### src/rtl/conv3x3_pkg.sv
// Shared widths and output saturation for the 3x3 convolution MAC.
// Build option: CONV3X3_RELU_EN selects a ReLU-clamped unsigned output.
// When it is not defined, the output is a signed 8-bit value.
package conv3x3_pkg;

    localparam int ACC_W    = 22;
    localparam int PROD_W   = 17;
    localparam int NUM_TAPS = 9;
    localparam logic [3:0] BIAS_ADDR = 4'd9;

`ifdef CONV3X3_RELU_EN
    localparam logic signed [ACC_W-1:0] SAT_LO = 22'sd0;
    localparam logic signed [ACC_W-1:0] SAT_HI = 22'sd255;
`else
    localparam logic signed [ACC_W-1:0] SAT_LO = -22'sd128;
    localparam logic signed [ACC_W-1:0] SAT_HI = 22'sd127;
`endif

    // Clamp the scaled accumulator into the 8-bit output range.
    // In ReLU mode, negative values go to 0. In signed mode, the low byte
    // of -128 is 0x80.
    function automatic logic [7:0] sat8(input logic signed [ACC_W-1:0] v);
        if (v < SAT_LO) return SAT_LO[7:0];
        if (v > SAT_HI) return SAT_HI[7:0];
        return v[7:0];
    endfunction

endpackage

### src/rtl/conv3x3_mac_tree.sv
// Two-stage MAC pipeline.
// S1 registers the nine pixel x weight products and the bias.
// S2 registers their sum as a 22-bit signed accumulator.
module conv3x3_mac_tree
    import conv3x3_pkg::*;
(
    input  logic                             jct_i_clk,
    input  logic                             jct_i_rst,
    input  logic [NUM_TAPS-1:0][7:0]         pix,
    input  logic [NUM_TAPS-1:0][7:0]         wt,
    input  logic [15:0]                      bias,
    output logic signed [ACC_W-1:0]          acc
);

    logic signed [PROD_W-1:0] prod_c [NUM_TAPS];
    logic signed [PROD_W-1:0] prod_q [NUM_TAPS];
    logic signed [15:0]       bias_q;
    logic signed [ACC_W-1:0]  sum_c;

    // Unsigned pixel widened with a zero sign bit, times a signed weight.
    always_comb begin
        for (int k = 0; k < NUM_TAPS; k++) begin
            prod_c[k] = PROD_W'($signed({1'b0, pix[k]})) * PROD_W'($signed(wt[k]));
        end
    end

    // Bias travels with the products so it lines up with the weights it was written with.
    always_ff @(posedge jct_i_clk or posedge jct_i_rst) begin
        if (jct_i_rst) begin
            for (int k = 0; k < NUM_TAPS; k++) prod_q[k] <= '0;
            bias_q <= '0;
        end else begin
            for (int k = 0; k < NUM_TAPS; k++) prod_q[k] <= prod_c[k];
            bias_q <= $signed(bias);
        end
    end

    // Sign-extended sum of the products plus the bias.
    always_comb begin
        sum_c = ACC_W'(bias_q);
        for (int k = 0; k < NUM_TAPS; k++) sum_c = sum_c + ACC_W'(prod_q[k]);
    end

    // S2 accumulator register.
    always_ff @(posedge jct_i_clk or posedge jct_i_rst) begin
        if (jct_i_rst) acc <= '0;
        else           acc <= sum_c;
    end

endmodule

### src/rtl/conv3x3_mac_150.sv
// 3x3 convolution over the three row taps of the sliding-window stage.
// It emits one 8-bit feature pixel per complete window.
// Build option: CONV3X3_RELU_EN selects a ReLU output; by default the output is signed.
module conv3x3_mac_150
    import conv3x3_pkg::*;
#(
    parameter int P_IMG_W = 150,
    parameter int P_IMG_H = 150,
    parameter int P_SHIFT = 0
)(
    input  logic        jct_i_clk,
    input  logic        jct_i_rst,
    input  logic [7:0]  jct_i_d_data0,
    input  logic [7:0]  jct_i_d_data1,
    input  logic [7:0]  jct_i_d_data2,
    input  logic        jct_i_c_valid,
    input  logic        jct_i_c_wt_we,
    input  logic [3:0]  jct_i_d_wt_addr,
    input  logic [15:0] jct_i_d_wt_data,
    output logic [7:0]  jct_o_d_result,
    output logic        jct_o_c_valid,
    output logic        jct_o_c_last
);

    localparam int COL_W = $clog2(P_IMG_W);
    localparam int ROW_W = $clog2(P_IMG_H);
    localparam logic [COL_W-1:0] COL_LAST = COL_W'(P_IMG_W - 1);
    localparam logic [ROW_W-1:0] ROW_LAST = ROW_W'(P_IMG_H - 3);

    logic [COL_W-1:0]           col_cnt;
    logic [ROW_W-1:0]           row_cnt;
    logic [2:0][2:0][7:0]       win;
    logic [NUM_TAPS-1:0][7:0]   wt;
    logic [15:0]                bias;
    logic [2:0]                 v_pipe;
    logic [2:0]                 l_pipe;
    logic [NUM_TAPS-1:0][7:0]   pix;
    logic signed [ACC_W-1:0]    acc;
    logic signed [ACC_W-1:0]    acc_sh;
    logic                       win_done;
    logic                       frame_end;

    assign win_done  = jct_i_c_valid && (col_cnt >= COL_W'(2));
    assign frame_end = (col_cnt == COL_LAST) && (row_cnt == ROW_LAST);

    // Column and row position of the sample being accepted.
    always_ff @(posedge jct_i_clk or posedge jct_i_rst) begin
        if (jct_i_rst) begin
            col_cnt <= '0;
            row_cnt <= '0;
        end else if (jct_i_c_valid) begin
            if (col_cnt == COL_LAST) begin
                col_cnt <= '0;
                row_cnt <= (row_cnt == ROW_LAST) ? '0 : row_cnt + 1'b1;
            end else begin
                col_cnt <= col_cnt + 1'b1;
            end
        end
    end

    // Window shift: row 0 is the top (oldest) row, and a new column enters at col 2.
    always_ff @(posedge jct_i_clk or posedge jct_i_rst) begin
        if (jct_i_rst) begin
            win <= '0;
        end else if (jct_i_c_valid) begin
            for (int r = 0; r < 3; r++) begin
                win[r][0] <= win[r][1];
                win[r][1] <= win[r][2];
            end
            win[0][2] <= jct_i_d_data2;
            win[1][2] <= jct_i_d_data1;
            win[2][2] <= jct_i_d_data0;
        end
    end

    // Weight and bias bank. Addresses above the bias slot are dropped.
    always_ff @(posedge jct_i_clk or posedge jct_i_rst) begin
        if (jct_i_rst) begin
            wt   <= '0;
            bias <= '0;
        end else if (jct_i_c_wt_we) begin
            for (int k = 0; k < NUM_TAPS; k++) begin
                if (jct_i_d_wt_addr == 4'(k)) wt[k] <= jct_i_d_wt_data[7:0];
            end
            if (jct_i_d_wt_addr == BIAS_ADDR) bias <= jct_i_d_wt_data;
        end
    end

    // Valid and last delay line, aligned to window, S1 and S2.
    always_ff @(posedge jct_i_clk or posedge jct_i_rst) begin
        if (jct_i_rst) begin
            v_pipe <= '0;
            l_pipe <= '0;
        end else begin
            v_pipe <= {v_pipe[1:0], win_done};
            l_pipe <= {l_pipe[1:0], win_done && frame_end};
        end
    end

    // Flatten the window into tap order k = row*3 + col.
    always_comb begin
        pix = '0;
        for (int r = 0; r < 3; r++)
            for (int c = 0; c < 3; c++)
                pix[r*3 + c] = win[r][c];
    end

    conv3x3_mac_tree u_tree (
        .jct_i_clk (jct_i_clk),
        .jct_i_rst (jct_i_rst),
        .pix       (pix),
        .wt        (wt),
        .bias      (bias),
        .acc       (acc)
    );

    // Arithmetic scale ahead of saturation.
    always_comb acc_sh = acc >>> P_SHIFT;

    // Output register. The result is held between pulses.
    always_ff @(posedge jct_i_clk or posedge jct_i_rst) begin
        if (jct_i_rst) begin
            jct_o_d_result <= '0;
            jct_o_c_valid  <= 1'b0;
            jct_o_c_last   <= 1'b0;
        end else begin
            jct_o_c_valid <= v_pipe[2];
            jct_o_c_last  <= l_pipe[2];
            if (v_pipe[2]) jct_o_d_result <= sat8(acc_sh);
        end
    end

endmodule

### config.mk
export PLATFORM = sky130hd
export DESIGN_NAME = conv3x3_mac_150
export DESIGN_NICKNAME = d
export VERILOG_FILES = /design/src/rtl/conv3x3_pkg.sv /design/src/rtl/conv3x3_mac_tree.sv /design/src/rtl/conv3x3_mac_150.sv
export SDC_FILE = /design/constraint.sdc
export NUM_CORES = 2
export LEC_CHECK = 0
export CORE_UTILIZATION = 50
export DETAILED_ROUTE_END_ITERATION = 7
export MAX_ROUTING_LAYER = met4
export PLACE_DENSITY = 0.66
export SLEW_MARGIN = 30
export SYNTH_ARGS = -nofsm -noshare
export SYNTH_HDL_FRONTEND = slang
export SYNTH_HIERARCHICAL = 1
export SYNTH_SLANG_ARGS = --single-unit
### constraint.sdc
create_clock -name jct_i_clk -period 14.35 [get_ports jct_i_clk]
set_clock_uncertainty 0.15 [all_clocks]
set_input_delay 2.1525 -clock jct_i_clk [delete_from_list [all_inputs] [get_ports jct_i_clk]]
set_output_delay 2.1525 -clock jct_i_clk [all_outputs]
set_load 0.005 [all_outputs]
==> results.toml <==
[status]
status = "complete, no violations"

[yosys]
synth_area_per_cell_sq_um = 10.6
synth_edf_count = 0
muxShareOfSynthArea_pct = 5.16
synth.net_count = 4337
async_flop_share_pct = 100
synth_cells = 3399
synth_fa_ha_area_share_pct = 40.6
synthDominantCellAreaShare_pct = 26.5
yosysSeqAreaShare_pct = 26.5
ys_ff_latch = 383
synth_compound_area_share_pct = 4.97
synth_top_family_by_area = "adder cells"
synth_top_flop_cell = "dfrtp_1"
synth_top_cell_by_area = "dfrtp_1"
ys_top_cells_by_area = "dfrtp_1 (27%), fa_1 (26%), ha_1 (14%), inv_1 (7.0%), and2_1 (5.4%)"
synth_xor_area_share_pct = 2.98
synthSimpleGateAreaFrac_pct = 12.4
yosysUniqueCellTypes = 76
synth_warnings = 6
syn-cell-area_sq_um = 36200

[setup_path]
crit_required_ns = 14.64
startpoint_type = "register"
worstPathArrival_ns = 5.40
critPathMaxFanout = 7
worst-setup-path-type = "register to register"
endpoint_kind = "register"

[placement]
dpl.cell_count = 4391
place_congestion = 0.909
io_buffers = 57
dpl-instance-area_sq_um = 37900
dpl.hpwl_microns = 66100

[flow_run]
drv_cap = 0

[sta]
finalSetupViolations = 0
max_freq_mhz = 196
slew_violations = 0
rsz0062_at_grt = "false"
finalSetupTns_ns = 0
period_minus_slack_ns = 5.11
relSlewSlack_pct = 33.8
hold_viol = 0
tightest_slew_ns = 0.989
timing.final.crit_share_pct = 35.6

[clocking]
cts_resized = 0
ctsHoldBuffers = 0
path_clk_slew_ns = 0.06
cts_setup_buffers = 0
cts_buffers = 46
root_buffer = "clkbuf_16"
clock-sinks = 383
clock_path_buffers = 3
cts_tree = "done"
htreeDepth = 2
clk_latency_ns = 0.59

[grt]
grt_pass1_wl_microns = 137000
grt_pass1_vias = 24500
grt_max_degree = 115
antenna_found_initial = 8
track_usage_pct = 24.9
gr-total-overflow = 0

[finish]
syn_to_final_growth_pct = 9.46
fin_area_sq_um = 39600
layout-drive-gt1-share_pct = 8.06
fillers = 6204
layout.cells.non_filler = 4477
final_cell_mix = "inv_1 (675), fa_1 (474), ha_1 (416), dfrtp_1 (383), and2_1 (313)"
final_core_util_pct = 55.4
final_common_cell = "inv_1"
finalNetCount = 4427

[die]
core_area_sq_um = 71500
rows = 98
die-area_sq_um = 73400
ios = 58
die_x_microns = 271
fp.dieH_microns = 271
initial_core_util_pct = 50.6

[detailed_routing]
wl_microns = 84800
routed_via_density = 5.21
drc = 0
routedWlPerCell_microns = 19.0
ant_nets = 0
drtPass1Iterations = 5
drtIter0Drc = 1430
vias = 23300

[min_path]
hp-class = "register to register"
[cell usage after synthesis, drive strengths merged (14+ instances only)]
master / n
inv: 678
xnor2: 90
nand4: 14
clkbuf: 15
nor2: 103
a21oi: 80
a31oi: 14
ha: 416
nor3: 27
and2: 314
a21o: 24
nand2: 252
nand3: 24
xor2: 33
nand2b: 63
fa: 474
dfrtp: 383
o21ai: 68
o211ai: 14
mux2: 164
[state kept, by name (all words and copies together) (netlist names)]
register / cells
jct_o_c_last: 1
jct_o_d_result: 8
bias: 16
row_cnt: 8
pix: 72
u_tree/bias_q: 16
u_tree/acc: 22
jct_o_c_valid: 1
v_pipe: 3
u_tree/prod_q: 153
l_pipe: 3
wt: 72
col_cnt: 8
[logic make-up (layout without fill, tap and decap cells)]
group           Yosys count  count (layout)
fa+ha+maj               890             890
flops                   383             383
xor+xnor                123             123
other cells               0               3
compound gates          273             273
simple gates            859             859
buf+inv                 705             830
mux                     166             166
[worst max-delay path, stage by stage (launching register included)]
cell      delay (ns)
dfrtp_1         0.47
fa_1            0.51
fa_1            0.53
inv_1           0.06
fa_1            0.53
inv_1           0.05
fa_1            0.47
inv_1           0.05
fa_1            0.47
inv_1           0.04
ha_1            0.38
a21oi_1         0.19
o21ai_1         0.12
a31o_1          0.26
a2111o_1        0.43
a31oi_1         0.17
a311oi_1        0.08
[cell type report]
type / count / area [sq um] / area share [%]
sequential: 383 / 9580 / 24.2
tap: 950 / 1190 / 3.00
antenna: 3 / 7.51 / 0.0190
inverter: 678 / 2560 / 6.47
clock buffer: 59 / 1310 / 3.31
clock inverter: 24 / 332 / 0.838
timing repair buffer: 69 / 661 / 1.67
multi-input combinational: 2311 / 23900 / 60.5
[layer usage]
layer | wire, microns | GRT usage [%] | vias to the layer above
li1 | - | - | 10900
met1 | 38100 | 33.4 | 11900
met2 | 39500 | 38.0 | 476
met3 | 4640 | 4.77 | 113
met4 | 2660 | 8.31 | 0
met5 | 0 | - | -
[per-stage QoR]
step / hold WS, ns / setup WS [ns]
floorplan: 0.181 / 6.82
global placement: 0.200 / 9.18
detailed placement: 0.191 / 9.13
CTS: 0.209 / 9.28
global route: 0.209 / 9.07
finish: 0.200 / 9.24
[worst paths after layout]
path / from / end / slack, ns / cells past startpoint
min in group asynchronous: jct_i_rst / wt[54]$_DFFE_PP0P_ / 2.04 / 2
min reg2reg: l_pipe[2]$_DFF_PP0_ / jct_o_c_last$_DFF_PP0_ / 0.20 / 0
min: l_pipe[2]$_DFF_PP0_ / jct_o_c_last$_DFF_PP0_ / 0.20 / 0
max: u_tree/prod_q[66]$_DFF_PP0_ / u_tree/acc[21]$_DFF_PP0_ / 9.24 / 16
max reg2reg: u_tree/prod_q[66]$_DFF_PP0_ / u_tree/acc[21]$_DFF_PP0_ / 9.24 / 16
max in group asynchronous: jct_i_rst / l_pipe[2]$_DFF_PP0_ / 10.21 / 4
Power is left out: the tool's default activity adds up to more than one toggle a clock period on the data nets, which glitch-free logic cannot reach.
